`src/rtl/alu_arb_pkg.sv`:
```
// alu_arb_pkg: shared constants for the ALU arbiter slice.
//   - OP_* : ALU control encoding, identical to what the ALU itself decodes
//   - state_t : arbiter FSM states
//   - W_DEF : default operand/result width
package alu_arb_pkg;

  localparam int W_DEF = 32;

  localparam logic [1:0] OP_ADD = 2'b00;
  localparam logic [1:0] OP_SUB = 2'b01;
  localparam logic [1:0] OP_OR  = 2'b10;
  localparam logic [1:0] OP_RSV = 2'b11;

  typedef enum logic [1:0] {
    IDLE = 2'd0,
    EXEC = 2'd1,
    RESP = 2'd2
  } state_t;

endpackage

```
`src/rtl/rr_arb2.sv`:
```
// rr_arb2: combinational two-way round-robin grant.
//   req[1:0]   : request vector, bit N = port N
//   last_grant : port served most recently
//   gnt[1:0]   : one-hot grant (all zero when nothing requests)
module rr_arb2 (
  input  logic [1:0] req,
  input  logic       last_grant,
  output logic [1:0] gnt
);

  always_comb begin
    gnt = 2'b00;
    case (req)
      2'b01:   gnt = 2'b01;
      2'b10:   gnt = 2'b10;
      // Contention: favour whichever port was not served last.
      2'b11:   gnt = last_grant ? 2'b01 : 2'b10;
      default: gnt = 2'b00;
    endcase
  end

endmodule

```
`src/rtl/alu_arbiter.sv`:
```
// alu_arbiter: shares one combinational ALU between two requesters.
//   clk, reset            : clock, synchronous active-high reset
//   reqN_valid/ready      : request handshake (ready only in IDLE, granted port)
//   reqN_a/b/op           : operands and op, sampled on the handshake edge
//   alu_busA/busB/ctr     : registered ALU inputs, change only at acceptance
//   alu_out               : ALU result, combinational from alu_bus*/alu_ctr
//   rspN_valid/ready      : response handshake for the granted port
//   rspN_data/err         : result; err marks the reserved op (data forced to 0)
// One transaction in flight: IDLE -> EXEC -> RESP -> IDLE.
module alu_arbiter
  import alu_arb_pkg::*;
#(
  parameter int W = W_DEF
) (
  input  logic         clk,
  input  logic         reset,
  input  logic         req0_valid,
  input  logic         req1_valid,
  output logic         req0_ready,
  output logic         req1_ready,
  input  logic [W-1:0] req0_a,
  input  logic [W-1:0] req0_b,
  input  logic [W-1:0] req1_a,
  input  logic [W-1:0] req1_b,
  input  logic [1:0]   req0_op,
  input  logic [1:0]   req1_op,
  output logic [W-1:0] alu_busA,
  output logic [W-1:0] alu_busB,
  output logic [1:0]   alu_ctr,
  input  logic [W-1:0] alu_out,
  output logic         rsp0_valid,
  output logic         rsp1_valid,
  input  logic         rsp0_ready,
  input  logic         rsp1_ready,
  output logic [W-1:0] rsp0_data,
  output logic [W-1:0] rsp1_data,
  output logic         rsp0_err,
  output logic         rsp1_err
);

  state_t       state_q, state_d;
  logic         last_grant_q, last_grant_d;
  logic         port_q, port_d;         // port owning the in-flight transaction
  logic [W-1:0] busa_q, busa_d;
  logic [W-1:0] busb_q, busb_d;
  logic [1:0]   ctr_q, ctr_d;
  logic [W-1:0] res_q, res_d;
  logic         err_q, err_d;

  logic [1:0]   gnt;
  logic         in_idle, in_resp, rsp_hs;

  rr_arb2 u_rr (
    .req        ({req1_valid, req0_valid}),
    .last_grant (last_grant_q),
    .gnt        (gnt)
  );

  assign in_idle    = (state_q == IDLE);
  assign in_resp    = (state_q == RESP);
  assign req0_ready = in_idle & gnt[0];
  assign req1_ready = in_idle & gnt[1];
  assign rsp_hs     = in_resp & (port_q ? rsp1_ready : rsp0_ready);

  always_comb begin
    state_d      = state_q;
    last_grant_d = last_grant_q;
    port_d       = port_q;
    busa_d       = busa_q;
    busb_d       = busb_q;
    ctr_d        = ctr_q;
    res_d        = res_q;
    err_d        = err_q;
    case (state_q)
      IDLE: begin
        if (|gnt) begin
          port_d  = gnt[1];
          busa_d  = gnt[1] ? req1_a  : req0_a;
          busb_d  = gnt[1] ? req1_b  : req0_b;
          ctr_d   = gnt[1] ? req1_op : req0_op;
          state_d = EXEC;
        end
      end
      EXEC: begin
        // Reserved op still reaches the ALU as 11, but its output is discarded.
        if (ctr_q == OP_RSV) begin
          res_d = '0;
          err_d = 1'b1;
        end else begin
          res_d = alu_out;
          err_d = 1'b0;
        end
        state_d = RESP;
      end
      RESP: begin
        if (rsp_hs) begin
          last_grant_d = port_q;
          state_d      = IDLE;
        end
      end
      default: state_d = IDLE;
    endcase
  end

  always_ff @(posedge clk) begin
    if (reset) begin
      state_q      <= IDLE;
      last_grant_q <= 1'b1;   // port 0 wins the first contention
      port_q       <= 1'b0;
      busa_q       <= '0;
      busb_q       <= '0;
      ctr_q        <= 2'b00;
      res_q        <= '0;
      err_q        <= 1'b0;
    end else begin
      state_q      <= state_d;
      last_grant_q <= last_grant_d;
      port_q       <= port_d;
      busa_q       <= busa_d;
      busb_q       <= busb_d;
      ctr_q        <= ctr_d;
      res_q        <= res_d;
      err_q        <= err_d;
    end
  end

  assign alu_busA = busa_q;
  assign alu_busB = busb_q;
  assign alu_ctr  = ctr_q;

  // Response outputs are gated so the idle port always reads zero.
  assign rsp0_valid = in_resp & ~port_q;
  assign rsp1_valid = in_resp &  port_q;
  assign rsp0_data  = rsp0_valid ? res_q : '0;
  assign rsp1_data  = rsp1_valid ? res_q : '0;
  assign rsp0_err   = rsp0_valid & err_q;
  assign rsp1_err   = rsp1_valid & err_q;

endmodule

```
`config.mk`:
```
export PLATFORM = sky130hd
export DESIGN_NAME = alu_arbiter
export DESIGN_NICKNAME = d
export VERILOG_FILES = /design/src/rtl/alu_arb_pkg.sv /design/src/rtl/rr_arb2.sv /design/src/rtl/alu_arbiter.sv
export SDC_FILE = /design/constraint.sdc
export NUM_CORES = 1
export LEC_CHECK = 0
export CAP_MARGIN = 25
export CORE_MARGIN = 2
export CORE_UTILIZATION = 33
export DETAILED_ROUTE_END_ITERATION = 10
export PLACE_DENSITY_LB_ADDON = 0.05
export RECOVER_POWER = 100
export SLEW_MARGIN = 20
export SYNTH_ARGS = -nofsm -noshare
export SYNTH_HDL_FRONTEND = slang
export SYNTH_SLANG_ARGS = --single-unit
```
`constraint.sdc`:
```
create_clock -name clk -period 1.5 [get_ports clk]
set_input_delay 0.225 -clock clk [delete_from_list [all_inputs] [get_ports clk]]
set_output_delay 0.225 -clock clk [all_outputs]
set_load 0.005 [all_outputs]
```
# After elaboration in Yosys (flattened, before gate mapping)
# Index checks and enable logic that the tools add are counted.
[word_totals]
in_bits = 170
out_inout_bits = 136
reg_bits = 103
wordCells = 42
[classes]
bitwise_logic = 8
n_eq_ne = 8
reduce_logical = 5
mux = 13
[ops]
columns = ["operator", "n"]
rows = [
  ["32-bit two-way mux", 5],
  ["2-bit one-hot mux with 3 select lines", 2],
  ["2-bit == test (second input constant)", 4],
  ["2-bit two-way mux", 4],
  ["1-bit AND", 7],
  ["2-bit AND reduction", 3],
  ["2-bit by 1-bit == test with 1-bit output (second input constant)", 2],
  ["2-bit by 1-bit inequality test with 1-bit output (second input constant)", 2],
  ["2-bit zero test", 1],
  ["1-bit two-way mux", 2],
  ["2-bit OR reduction", 1],
  ["1-bit NOT", 1],
]

# Longest topological paths before layout
[depth]
word_depth = 5
depth_mapped = 6
depth_no_buf = 4

# Modules after synthesis
# A second synthesis with hierarchy kept.
[unflattened]
cells_unflattened = 550
area_unflattened_um2 = 4977.3
[modules_own_cells]
columns = ["mod", "seq_area_each_um2", "cells_per_inst", "n_inst", "area_each_um2"]
rows = [
  ["alu_arbiter", 2062.0, 547, 1, 4958.5],
  ["rr_arb2", 0.0, 3, 1, 18.8],
]

# Least setup slack after synthesis
# Ideal clock, no wire load.
[synth_timing]
kind = "reg2reg"
startpoint = "reg state_q[1]"
endpoint = "reg busa_q[25] (netlist: alu_busA[25])"
arrival_time_ns = 1.509
setup_slack_ns = -0.112
path_stages_with_launch = 7
synth_period_minus_slack_ns = 1.612
path_buffers = 3
setup_time_ns = 0.103
path_cell_list = "dfxtp_1 > or2_1 > or3_1 > clkbuf_1 > buf_6 > buf_6 > a222oi_1"
[synth_between]
elab_chain_len = 2
[synth_lines]
columns = ["item", "line_no", "rtl"]
rows = [
  ["start, declared", "alu_arbiter.sv:41", "state_t state_q, state_d;"],
  ["start signal, assigned", "alu_arbiter.sv:116", "state_q <= state_d;"],
  ["2-bit zero test", "alu_arbiter.sv:74", "case (state_q)"],
  ["2-bit AND reduction (no source line)", "--", ""],
  ["end signal, assigned", "alu_arbiter.sv:119", "busa_q <= busa_d;"],
  ["end, declared", "alu_arbiter.sv:44", "logic [W-1:0] busa_q, busa_d;"],
]
# No other way between the ends.
# A chain may end at the register's enable or synchronous reset.

# Worst setup path after layout
[layout_timing]
startpoint = "reg state_q[0]"
endpoint = "out req0_ready"
[layout_between]
elab_chain_len = 2
[layout_lines]
columns = ["item", "line_no", "rtl"]
rows = [
  ["2-bit zero test", "alu_arbiter.sv:59", "assign in_idle = (state_q == IDLE);"],
  ["1-bit AND", "alu_arbiter.sv:61", "assign req0_ready = in_idle & gnt[0];"],
  ["end, declared", "alu_arbiter.sv:19", "output logic req0_ready,"],
]
# No other way between the ends.

==> results <==
-- layout make-up --
type	instances	area (um2)	area share, %
flip-flops and latches	103	2070	22.4
well taps	184	230	2.50
multi-input cells	320	2240	24.3
inverters	137	519	5.63
repair buffers	361	3850	41.8
clock inverters	3	40.0	0.434
clock buffers	13	270	2.93
-- registers in the layout, summed over array words and instances, names as in the netlist --
name	flops
alu_busA	32
alu_busB	32
alu_ctr	2
err_q	1
last_grant_q	1
port_q	1
res_q	32
state_q	2
-- Yosys cell counts (3+ instances only) --
cell type	instances	share of area [%]
inv_1	137	11
dfxtp_1	103	42
nand2b_1	68	8.8
a222oi_1	66	14
and2_1	66	8.5
clkbuf_1	40	3.1
nand2_1	35	2.7
a21oi_1	34	3.5
nand3_1	33	3.4
nor2_1	5	0.39
buf_6	4	0.93
buf_1	3	0.23
buf_2	3	0.31
nor2b_1	3	0.39
o21ai_0	3	0.31
-- timing repair --
| action | 4_1_cts | 5_1_grt |
|---|---|---|
| cloned | 15 | 6 |
| endpoints found under the setup margin | 138 | 144 |
| pin swaps | 30 | 15 |
| hold endpoints to repair | 0 | 0 |
| resized for setup | 332 | 101 |
| setup buffers | 21 | 7 |
-- worst min-delay path by stage --
stage,start,slack (ns),to
final,req0_b[1],0.42,alu_busB[1]$_SDFFE_PP0P_
after global placement,res_q[10]$_SDFFE_PP0N_,0.44,res_q[10]$_SDFFE_PP0N_
after CTS,req0_b[1],0.41,alu_busB[1]$_SDFFE_PP0P_
after floorplan,req0_a[0],0.37,alu_busA[0]$_SDFFE_PP0P_
after global routing,req0_a[15],0.44,alu_busA[15]$_SDFFE_PP0P_
after detailed placement,res_q[21]$_SDFFE_PP0N_,0.45,res_q[21]$_SDFFE_PP0N_
-- stage by stage --
stage / setup slack (ns) / TNS, ns / utilization (%) / hold WS, ns / cells
6_report: -0.315 / -29.52 / 63.7 / 0.425 / 1121
5_1_grt: -0.391 / -38.75 / 63.7 / 0.440 / 1121
4_1_cts: -0.342 / -35.44 / 62.5 / 0.413 / 1119
3_5_place_dp: -0.441 / -40.38 / 56.2 / 0.454 / 1067
3_3_place_gp: -0.369 / -38.08 / 56.2 / 0.445 / 1067
2_1_floorplan: -0.0998 / -3.38 / - / 0.367 / 609
-- layer usage --
layer	routed length, um	vias to the layer above	part of all wire (%)	GRT usage [%]
met5	0	-	0	0
met4	644	0	3.2	10.7
met3	1440	49	7.3	6.08
met2	10100	281	51	41.6
met1	7730	2665	39	27.3
li1	-	2652	-	-
-- power breakdown --
| group | switching, mW | internal, mW |
|---|---|---|
| Combinational | 0.896 | 1.47 |
| Clock | 1.01 | 1.43 |
| Sequential | 0.220 | 3.09 |
-- kinds of logic after synthesis --
group                  Yosys count  synth area share [%]
muxes                            1                 0.232
buffers and inverters          187                  15.1
DFF                            103                  42.4
and+or+nand+nor                213                  24.5
AOI/OAI and AO/OA              105                  17.7
-- worst register-to-register path, delay by kind of cell (launching register included) --
kind                   cells  cell delay, ns
buffers and inverters      2            0.41
DFF                        1            0.32
AOI/OAI and AO/OA          1            0.29
and+or+nand+nor            2            0.66
==> results.cfg <==
[run_status]
status = finished, violations left
violations = negative setup slack

[placed_design]
hpwl_mm = 12.3
portBuffers = 305
place_area_um2 = 8130
place.gp.congestion = 0.853

[floorplan]
row_count = 44
dieHeight_um = 125
dieArea_um2 = 15700
die_x_um = 125
io_pins = 306
initial_core_util_pct = 33.6
coreArea_um2 = 14500

[cells_and_area]
num-fill-cells = 1219
syn_to_final_growth_pct = 89.8
num-nets-final = 1102
antenna_cells = 0
final_area_um2 = 9220
layout-drive-gt1-share_pct = 22.0
final_cell_mix = clkdlybuf4s50_1 (228), inv_1 (135), dfxtp_1 (99)
layout_commonest_cell = clkdlybuf4s50_1

[critical_path]
critPathTopFamily = buffers and inverters
r2r_cells = 5
max_stage_delay_ns = 0.32
r2r-end = alu_busB[10]$_SDFFE_PP0P_
critPathMaxFanout = 3
timing.rr.start = state_q[0]$_SDFFE_PP0P_
cp_num_cells = 6
cp-end-kind = primary output
crit_required_ns = 1.27
crit_chain = buf_6 -> or2_4 -> buf_4 -> buf_6 -> nor3_4 -> buf_2
criticalPathCategory = reg -> out
endpoint = req0_ready
cp.arrival_ns = 1.59
cp_common_cell = buf_6
cp_slowest_cell = dfxtp_2
crit_buf_inv = 4
startpoint_type = flop
rrSetupSlack_ns = -0.30
cp-startpoint = state_q[0]$_SDFFE_PP0P_

[timing]
slew_headroom_pct = 63.7
fin_crit_ns = 1.82
hold_viol = 0
finClkSkew_ns = 0.00461
grt_setup_unrepaired = yes
slew_violations = 0
setup_ws_ns = -0.315
fmax_mhz = 551
min_period_over_period_pct = 121
setup_viol = 135
worst_slew_pin_slew_ns = 0.545

[global_routing]
antenna_found_initial = 0
grtUsageTotal_pct = 23.8
grt_first_pass_wirelength_mm = 29.8
grt.overflow.total = 0
grt_start_max_net_pins = 54
grt_pass1_vias = 5659

[synth]
synth_ff_type = dfxtp_1
synth_nets = 779
synth-async-reset-ratio_pct = 0
yosys_warnings = 0
synth_edf_count = 0
synthesis.area_um2 = 4860
ys_types = 21
ys_ff_latch = 103
synth_cells = 609
post_synth.cell_area_avg_um2 = 7.98
synth-seq-area-share_pct = 42.4

[power_and_ir_drop]
power_per_cell_area_nw_per_um2 = 880
power_mw = 8.11
leakage_nw = 4.14
peakVddDrop_mv = 0.491

[drt]
dr.pass1.iters = 8
drc = 0
via_per_inst = 5.04
vias = 5647
wire_per_inst_um = 17.8
dr.first_iter.drc_count = 498
drt_wl_total_mm = 19.9
ant_nets = 0

[min_path]
whs_path_depth = 3
hold_class = in -> reg

[cts]
cts_root_buf = clkbuf_16
cts_max_level = 3
cts_sinks = 103
insertion_delay_ns = 0.35
cts-hold-fix-buffers = 0
clk_path_buf_depth = 2
cts_buffers = 9
clk_pin_slew_worst_paths_ns = 0.06
cts_tree = done

[run]
max_cap_violations = 0
(Power assumes the default switching activity.)
==> edit (same settings) <==
Change the package constant `W_DEF` from 32 to 48.
--- a/src/rtl/alu_arb_pkg.sv
+++ b/src/rtl/alu_arb_pkg.sv
@@ -6,3 +6,3 @@
 
-  localparam int W_DEF = 32;
+  localparam int W_DEF = 48;
 
Ports: changed (9 resized); port bits go from 306 to 450. No check against the original RTL was run, so the function may have changed too.
==> edit against the unedited design <==
The run still ends with setup timing left; synthesized area is 52% higher; hold slack lost 150 ps; routed wire length increased by 80%; first-iteration DRC count decreased by 19%; global-route usage grew 3.9 points; final area grew 67%; setup slack lost 180 ps; power is 73% higher; sequential cell count grew 48; fmax is 9.1% lower; cell count grew 43%; combinational power rose by 100%; sequential power increased by 46%.
==> edit: results (changes against the unedited design) <==
Pwr
The peak supply drop was 0.000643 V (+31%). The cell-internal power was 0.00981 W (+64%). The proportion of power drawn by combinational gates is 34.5% (+5.3 points). The fraction of power spent switching nets is 29.9% (+3.7 points).

Logic synthesis
By count the netlist is led by sky130_fd_sc_hd__dfxtp_1, sky130_fd_sc_hd__clkbuf_1, sky130_fd_sc_hd__nand2b_1, sky130_fd_sc_hd__o221a_2, sky130_fd_sc_hd__o31ai_1. The synthesized area per cell is 8.83 um2 (+11%). The number of distinct standard cells referenced by the synthesized netlist was 27 (+29%). In the post-synthesis netlist, the biggest area contributors are sky130_fd_sc_hd__dfxtp_1, sky130_fd_sc_hd__o221a_2, sky130_fd_sc_hd__o31ai_1. The post-synthesis net count came to 1087 (+40%).

Worst setup path
The critical path ends at rsp1_data[7]. The worst flop-to-flop path startpoint is state_q[1]. The maximum fanout count along the critical path came to 7 (+4). The setup slack of the worst register-to-register path is -270 ps (+30 ps).

The path depth of the worst reg2reg path was 6 (+1). The capture point of the worst reg-to-reg path is alu_busA[18].

Global route
The met3 track demand over resource was 7.30% (+1.2 points). The global routing met1 resource utilization was 32.2% (+4.9 points). The via count of the first global-routing pass is 8502 (+50%). The all-layer global routing usage was 27.6% (+3.9 points). The number of antenna violations at the first check in global routing is 5 (+5). The first-pass GRT wire length was 50.7 mm (+70%). The maximum number of pins on one net before global-route repair was 111 (+110%).

Run status
The checks that failed: setup timing. The run finished, with violations left.

STA
The summed negative setup slack over all endpoints is -56290 ps (-26770 ps). The final worst slack is -497 ps (-181 ps). The worst hold-check slack came to 274 ps (-151 ps). The worst slew margin relative to its limit was 54.4% (-9.2 points).

The final setup violation count was 200 (+48%).

Placed design
The count of port buffers added during placement came to 449 (+47%). The post-placement setup slack is -449 ps (-8.10 ps). The total cell area at the placement stage was 0.0124 mm2 (+52%). The global placer's final weighted congestion is 0.815 (-4.5%).

Drt
The met3 wirelength from detailed routing is 2.39 mm (+65%). The wire length on met2 is 18.3 mm (+82%). The total routed wirelength is 35.8 mm (+80%).

The number of iterations in the first detailed-routing pass is 5 (-3).

Hold path
The sink of the worst hold path is state_q[0].

Clock network
The number of buffers created by CTS is 17 (+8). The buffer count from post-CTS setup fixing came to 31 (+48%).

Layout
The non-filler instance count after layout is 1608 (+43%). The filler cell count is 1683 (+38%).
## edit: cell count changes after synthesis, moves of 48 or more
cell and change:
sky130_fd_sc_hd__a222oi_1 -66, sky130_fd_sc_hd__and3_1 +49, sky130_fd_sc_hd__dfxtp_1 +48, sky130_fd_sc_hd__o221a_2 +77
sky130_fd_sc_hd__inv_1 -112, sky130_fd_sc_hd__o31ai_1 +77
## edit: final cells by class
cell class / count / area share [%]
sequential: 151 / 19.6
clock buffer: 21 / 2.92
multi-input combinational: 565 / 34.1
clock inverter: 11 / 0.803
inverter: 25 / 0.608
timing repair buffer: 550 / 39.6
tap: 280 / 2.27
antenna: 5 / 0.0811
## edit: kinds of logic (layout without fill, tap and decap cells)
group,count (synthesis),count (layout),synth area share [%]
mux,1,1,0.135
buf+inv,124,607,6.74
compound gates,253,253,29.4
flops,151,151,40.9
simple gates,308,311,22.8
other cells,0,5,0
## edit: worst max-delay path, delay by kind of cell (launching register included)
family        cells  cell delay [ps]
buf+inv           5              630
simple gates      2              400
flops             1              320
